`src/rtl/ex_muldiv_iter.sv`:
```
// Iterative multiply/divide unit for the execute stage.
// Produces one product or quotient bit per cycle and holds the result until it is taken.
//
// Ports:
//   clk, rst           clock and synchronous active-high reset
//   in_valid/in_ready  operation handshake; op selects MUL/MULH/MULHU/DIV/MOD/DIVU/MODU
//   src_a, src_b, tag  operands and destination tag, captured on accept
//   flush              abort the in-flight operation; the result is never presented
//   out_valid/out_ready result handshake; result and out_tag stay stable while stalled
//   busy               high whenever the unit is not idle (front-end stall)
module ex_muldiv_iter #(
    parameter int unsigned WIDTH = 32,
    parameter int unsigned TAG_W = 5
) (
    input  logic             clk,
    input  logic             rst,
    input  logic             in_valid,
    output logic             in_ready,
    input  logic [2:0]       op,
    input  logic [WIDTH-1:0] src_a,
    input  logic [WIDTH-1:0] src_b,
    input  logic [TAG_W-1:0] tag,
    input  logic             flush,
    output logic             out_valid,
    input  logic             out_ready,
    output logic [WIDTH-1:0] result,
    output logic [TAG_W-1:0] out_tag,
    output logic             busy
);
    localparam int unsigned     CntW    = $clog2(WIDTH);
    localparam logic [CntW-1:0] CntLast = CntW'(WIDTH - 1);

    localparam logic [2:0] OpMul   = 3'b000;
    localparam logic [2:0] OpMulh  = 3'b001;
    localparam logic [2:0] OpMulhu = 3'b010;
    localparam logic [2:0] OpRsvd  = 3'b011;
    localparam logic [2:0] OpDiv   = 3'b100;
    localparam logic [2:0] OpMod   = 3'b101;
    localparam logic [2:0] OpDivu  = 3'b110;
    localparam logic [2:0] OpModu  = 3'b111;

    typedef enum logic [1:0] {StIdle, StCalc, StDone} state_e;

    state_e             state_q, state_d;
    logic [2:0]         op_q, op_d;
    logic [TAG_W-1:0]   tag_q, tag_d;
    logic [CntW-1:0]    cnt_q, cnt_d;
    logic [WIDTH-1:0]   mag_q, mag_d;   // multiplicand or divisor magnitude
    logic [WIDTH-1:0]   hi_q, hi_d;     // product high word / partial remainder
    logic [WIDTH-1:0]   lo_q, lo_d;     // multiplier / dividend, shifting into product low / quotient
    logic               neg_q, neg_d;   // operand signs differ (signed ops only)
    logic               rneg_q, rneg_d; // dividend negative (signed ops only)
    logic [WIDTH-1:0]   result_q, result_d;
    logic [TAG_W-1:0]   out_tag_q, out_tag_d;

    logic               in_signed;
    logic [WIDTH-1:0]   a_mag, b_mag;
    logic [WIDTH:0]     mul_sum;
    logic [WIDTH:0]     div_shift, div_diff;
    logic [WIDTH-1:0]   step_hi, step_lo;
    logic [WIDTH-1:0]   mulh_neg_hi;
    logic [WIDTH-1:0]   final_res;

    assign in_ready  = (state_q == StIdle) & ~flush & ~rst;
    assign busy      = (state_q != StIdle);
    assign out_valid = (state_q == StDone);
    assign result    = result_q;
    assign out_tag   = out_tag_q;

    assign in_signed = (op == OpMulh) || (op == OpDiv) || (op == OpMod);
    assign a_mag     = (in_signed && src_a[WIDTH-1]) ? -src_a : src_a;
    assign b_mag     = (in_signed && src_b[WIDTH-1]) ? -src_b : src_b;

    // One iteration step for both algorithms.
    always_comb begin
        mul_sum   = {1'b0, hi_q} + (lo_q[0] ? {1'b0, mag_q} : '0);
        div_shift = {hi_q, lo_q[WIDTH-1]};
        // Remainder < divisor, so bit WIDTH of the difference is the borrow.
        div_diff  = div_shift - {1'b0, mag_q};
        if (op_q[2]) begin
            step_hi = div_diff[WIDTH] ? div_shift[WIDTH-1:0] : div_diff[WIDTH-1:0];
            step_lo = {lo_q[WIDTH-2:0], ~div_diff[WIDTH]};
        end else begin
            step_hi = mul_sum[WIDTH:1];
            step_lo = {mul_sum[0], lo_q[WIDTH-1:1]};
        end
    end

    // High word of the negated double-width product: ~hi plus the carry out of ~lo + 1.
    assign mulh_neg_hi = ~step_hi + {{(WIDTH-1){1'b0}}, (step_lo == '0)};

    always_comb begin
        case (op_q)
            OpMul:   final_res = step_lo;
            OpMulh:  final_res = neg_q ? mulh_neg_hi : step_hi;
            OpMulhu: final_res = step_hi;
            OpDiv:   final_res = neg_q ? -step_lo : step_lo;
            OpMod:   final_res = rneg_q ? -step_hi : step_hi;
            OpDivu:  final_res = step_lo;
            OpModu:  final_res = step_hi;
            default: final_res = '0;
        endcase
    end

    always_comb begin
        state_d   = state_q;
        op_d      = op_q;
        tag_d     = tag_q;
        cnt_d     = cnt_q;
        mag_d     = mag_q;
        hi_d      = hi_q;
        lo_d      = lo_q;
        neg_d     = neg_q;
        rneg_d    = rneg_q;
        result_d  = result_q;
        out_tag_d = out_tag_q;

        if (flush) begin
            state_d = StIdle;
            cnt_d   = '0;
        end else begin
            case (state_q)
                StIdle: begin
                    if (in_valid && in_ready) begin
                        op_d   = op;
                        tag_d  = tag;
                        cnt_d  = '0;
                        hi_d   = '0;
                        neg_d  = in_signed & (src_a[WIDTH-1] ^ src_b[WIDTH-1]);
                        rneg_d = in_signed & src_a[WIDTH-1];
                        if (op == OpRsvd) begin
                            result_d  = '0;
                            out_tag_d = tag;
                            state_d   = StDone;
                        end else if (op[2] && (src_b == '0)) begin
                            // Divide by zero: quotient all ones, remainder is the raw dividend.
                            result_d  = op[0] ? src_a : '1;
                            out_tag_d = tag;
                            state_d   = StDone;
                        end else begin
                            mag_d   = op[2] ? b_mag : a_mag;
                            lo_d    = op[2] ? a_mag : b_mag;
                            state_d = StCalc;
                        end
                    end
                end
                StCalc: begin
                    hi_d  = step_hi;
                    lo_d  = step_lo;
                    cnt_d = cnt_q + CntW'(1);
                    if (cnt_q == CntLast) begin
                        cnt_d     = '0;
                        result_d  = final_res;
                        out_tag_d = tag_q;
                        state_d   = StDone;
                    end
                end
                StDone: begin
                    if (out_ready) begin
                        state_d = StIdle;
                    end
                end
                default: state_d = StIdle;
            endcase
        end
    end

    always_ff @(posedge clk) begin
        if (rst) begin
            state_q   <= StIdle;
            op_q      <= '0;
            tag_q     <= '0;
            cnt_q     <= '0;
            mag_q     <= '0;
            hi_q      <= '0;
            lo_q      <= '0;
            neg_q     <= 1'b0;
            rneg_q    <= 1'b0;
            result_q  <= '0;
            out_tag_q <= '0;
        end else begin
            state_q   <= state_d;
            op_q      <= op_d;
            tag_q     <= tag_d;
            cnt_q     <= cnt_d;
            mag_q     <= mag_d;
            hi_q      <= hi_d;
            lo_q      <= lo_d;
            neg_q     <= neg_d;
            rneg_q    <= rneg_d;
            result_q  <= result_d;
            out_tag_q <= out_tag_d;
        end
    end
endmodule

```
`config.mk`:
```
export PLATFORM = sky130hd
export DESIGN_NAME = ex_muldiv_iter
export DESIGN_NICKNAME = d
export VERILOG_FILES = /design/src/rtl/ex_muldiv_iter.sv
export SDC_FILE = /design/constraint.sdc
export NUM_CORES = 1
export LEC_CHECK = 0
export ABC_AREA = 1
export ABC_CLOCK_PERIOD_IN_PS = 5000
export BUFFER_PORTS_ARGS = -buffer_cell sky130_fd_sc_hd__buf_4
export CORE_AREA = 5 5 222 224
export CTS_CLUSTER_DIAMETER = 50
export CTS_CLUSTER_SIZE = 14
export DETAILED_ROUTE_END_ITERATION = 10
export DIE_AREA = 0 0 227 229
export PLACE_DENSITY = 0.57
export SLEW_MARGIN = 20
export SYNTH_ARGS = -nofsm -noshare
export SYNTH_HDL_FRONTEND = slang
export SYNTH_SLANG_ARGS = --single-unit
```
`constraint.sdc`:
```
create_clock -name clk -period 5 [get_ports clk]
set_clock_uncertainty 0.05 [all_clocks]
set_input_delay 0.75 -clock clk [delete_from_list [all_inputs] [get_ports clk]]
set_output_delay 0.75 -clock clk [all_outputs]
set_load 0.01 [all_outputs]
```
==> reports/metrics.cfg <==
[clocking]
cts_root_buf=clkbuf_16
cts.sinks=150
worstSkewPairLatency_ps=510
cts_tree=done
clk_path_buf_depth=2
holdBufCountCts=0
numCtsBuffers=17
clk_pin_slew_ps=80
cts_max_level=4

[logic_synthesis]
synth_ff_type=dfxtp_1
synth_top_area_share=0.209
ys_seq_area_frac=0.162
syn_area_per_cell_sq_um=5.44
synthArstFlopShare=0
synth_cell_type_count=54
synth_area_leaders=nand2_1 21%, dfxtp_1 16%, inv_1 10%, nand3_1 7.6%, a21oi_1 7.2%
netlist_area_sq_um=18500
synth-edff-count=0
yosys-top-cells-count=1032 x nand2_1, 508 x inv_1, 288 x nor2_1
synth_top_cell_by_area=nand2_1
yosysWarnings=0
synthCells=3406
syn_nets=3557
ys_ff_latch=150
synth_most_common_cell=nand2_1

[timing]
holdWs_ps=407
timing.final.ws_setup_ps=87.1
fmax_mhz=204
post-route-min-period_ps=4910
final_hold_viol_count=0
setup_tns_ps=0
slew_violations=0
rsz0062_at_grt=yes
slew_headroom=0.187
period_share=0.983
worst_pin_slew_ps=1210
finalSetupViolCount=0

[drt]
top_layer=met5
met1Wirelength_microns=35300
wl_met3_microns=7480
wl_microns=86500
met2WireLength_microns=39600
vias_per_cell=5.55
vias=23100
firstDrtPassIters=7
drt.antenna.violating_nets=0
wire_per_inst_microns=20.8
drt_iter0_markers=2256
drc=0

[place]
routabilityCongestion=1.02
dpl_worst_slack_ps=-239
io_buffers=116
hpwl_microns=68300
place_area_sq_um=20400
dp_cells=4111

[floorplan]
die_area_sq_um=52000
rows=80
ios=117
fp.dieH_microns=229
start_util=0.393
core_sq_um=47100
die_w_microns=227

[setup_path]
crit_type=flop to flop
arrival_ps=5260
cp.required_ps=5340
cp-start-kind=flop
cp_slowest_cell=fa_2
cp_max_fo=5
critPathMaxStageDelay_ps=370
cp_common_cell=nand2_2
crit_path_end_kind=flop

[power_and_ir_drop]
total_power_mw=4.26
ir_drop_mv=0.195
power.leakage_nw=10.8
power.density_nw_per_um2=199

[cells_and_area]
final_core_util=0.454
fin_area_sq_um=21400
final_cell_count_no_fill=4157
final_nets=3679
drive_gt1_frac=0.126
area_delta_synth_final_pct=15.6

[global_routing]
grt_max_degree=78
grtUsageTotal=0.320
grt_pass1_wl_microns=127000
grt_overflow=0
antenna_found_initial=4
grt_pass1_vias=20800

[status]
status=finished, final reports clean

[worst_hold_path]
min_path_type=flop to flop

[job]
maxCapViolations=0

-- logic make-up (layout without fill, tap and decap cells) --
family | Yosys count | count (layout) | synth area share
AND/OR/NAND/NOR | 1809 | 1809 | 0.419
buffers and inverters | 653 | 788 | 0.137
AO/OA/AOI/OAI | 635 | 635 | 0.191
flip-flops | 150 | 150 | 0.162
XOR/XNOR | 85 | 85 | 0.0402
adder cells (fa/ha/maj) | 74 | 74 | 0.0508
other | 0 | 1 | 0
-- worst max-delay path: cells and delay by family (launching register included) --
kind,cells,cell delay [ps]
adder cells (fa/ha/maj),4,770
AND/OR/NAND/NOR,25,2720
AO/OA/AOI/OAI,2,140
buffers and inverters,7,740
flip-flops,1,330
-- area by class of cell --
cell class / instances / area (sq um)
Antenna cell: 1 / 2.50
Clock buffer: 17 / 425
Clock inverter: 15 / 175
Fill cell: 5277 / 25700
Inverter: 521 / 1960
Multi-Input combinational cell: 2603 / 13300
Sequential cell: 150 / 3010
Tap cell: 615 / 769
Timing Repair Buffer: 235 / 1790
-- where the power goes --
group	internal (mW)	switching (mW)	leakage [nW]
Sequential	1.23	0.0293	1.22
Clock	0.717	0.710	0.298
Combinational	0.490	1.09	9.30
-- path summary, 6_finish.rpt --
kind                                             from                      end  slack, ps  depth (start not counted)
worst max-delay path            lo_q[31]$_SDFFE_PP0P_  result[13]$_SDFFE_PP0P_         90                         38
worst min-delay path            tag_q[0]$_SDFFE_PP0P_    tag_q[0]$_SDFFE_PP0P_        410                          2
worst max register to register  lo_q[31]$_SDFFE_PP0P_  result[13]$_SDFFE_PP0P_         90                         38
worst min register to register  tag_q[0]$_SDFFE_PP0P_    tag_q[0]$_SDFFE_PP0P_        410                          2
-- placed cells by master (no fill, tap or decap), drive strengths merged, types with 37 or more instances in the layout --
master and count:
o21ai 228, xor2 69, a21oi 276, ha 72, nand4 37, buf 235
inv 530, dfxtp 150, nor2 312, nand3 292, nand2 1082
-- state kept, by name (all words and copies together), names as in the netlist --
register and cells:
cnt_q 5, hi_q 32, lo_q 32, mag_q 32
neg_q 1, op_q 3, out_tag 5, result 32
rneg_q 1, state_q 2, tag_q 5
-- metal layers --
layer,up-vias,GRT usage
li1,11200,-
met1,10500,0.411
met2,1115,0.522
met3,205,0.0674
met4,2,0.130
met5,-,0
-- timing repair --
action	4_1_cts	5_1_grt
setup buffers	0	13
endpoints found under the setup margin	29	32
pin swaps	0	22
resized for setup	3	57
No activity file was read; power rests on OpenSTA's default activity.
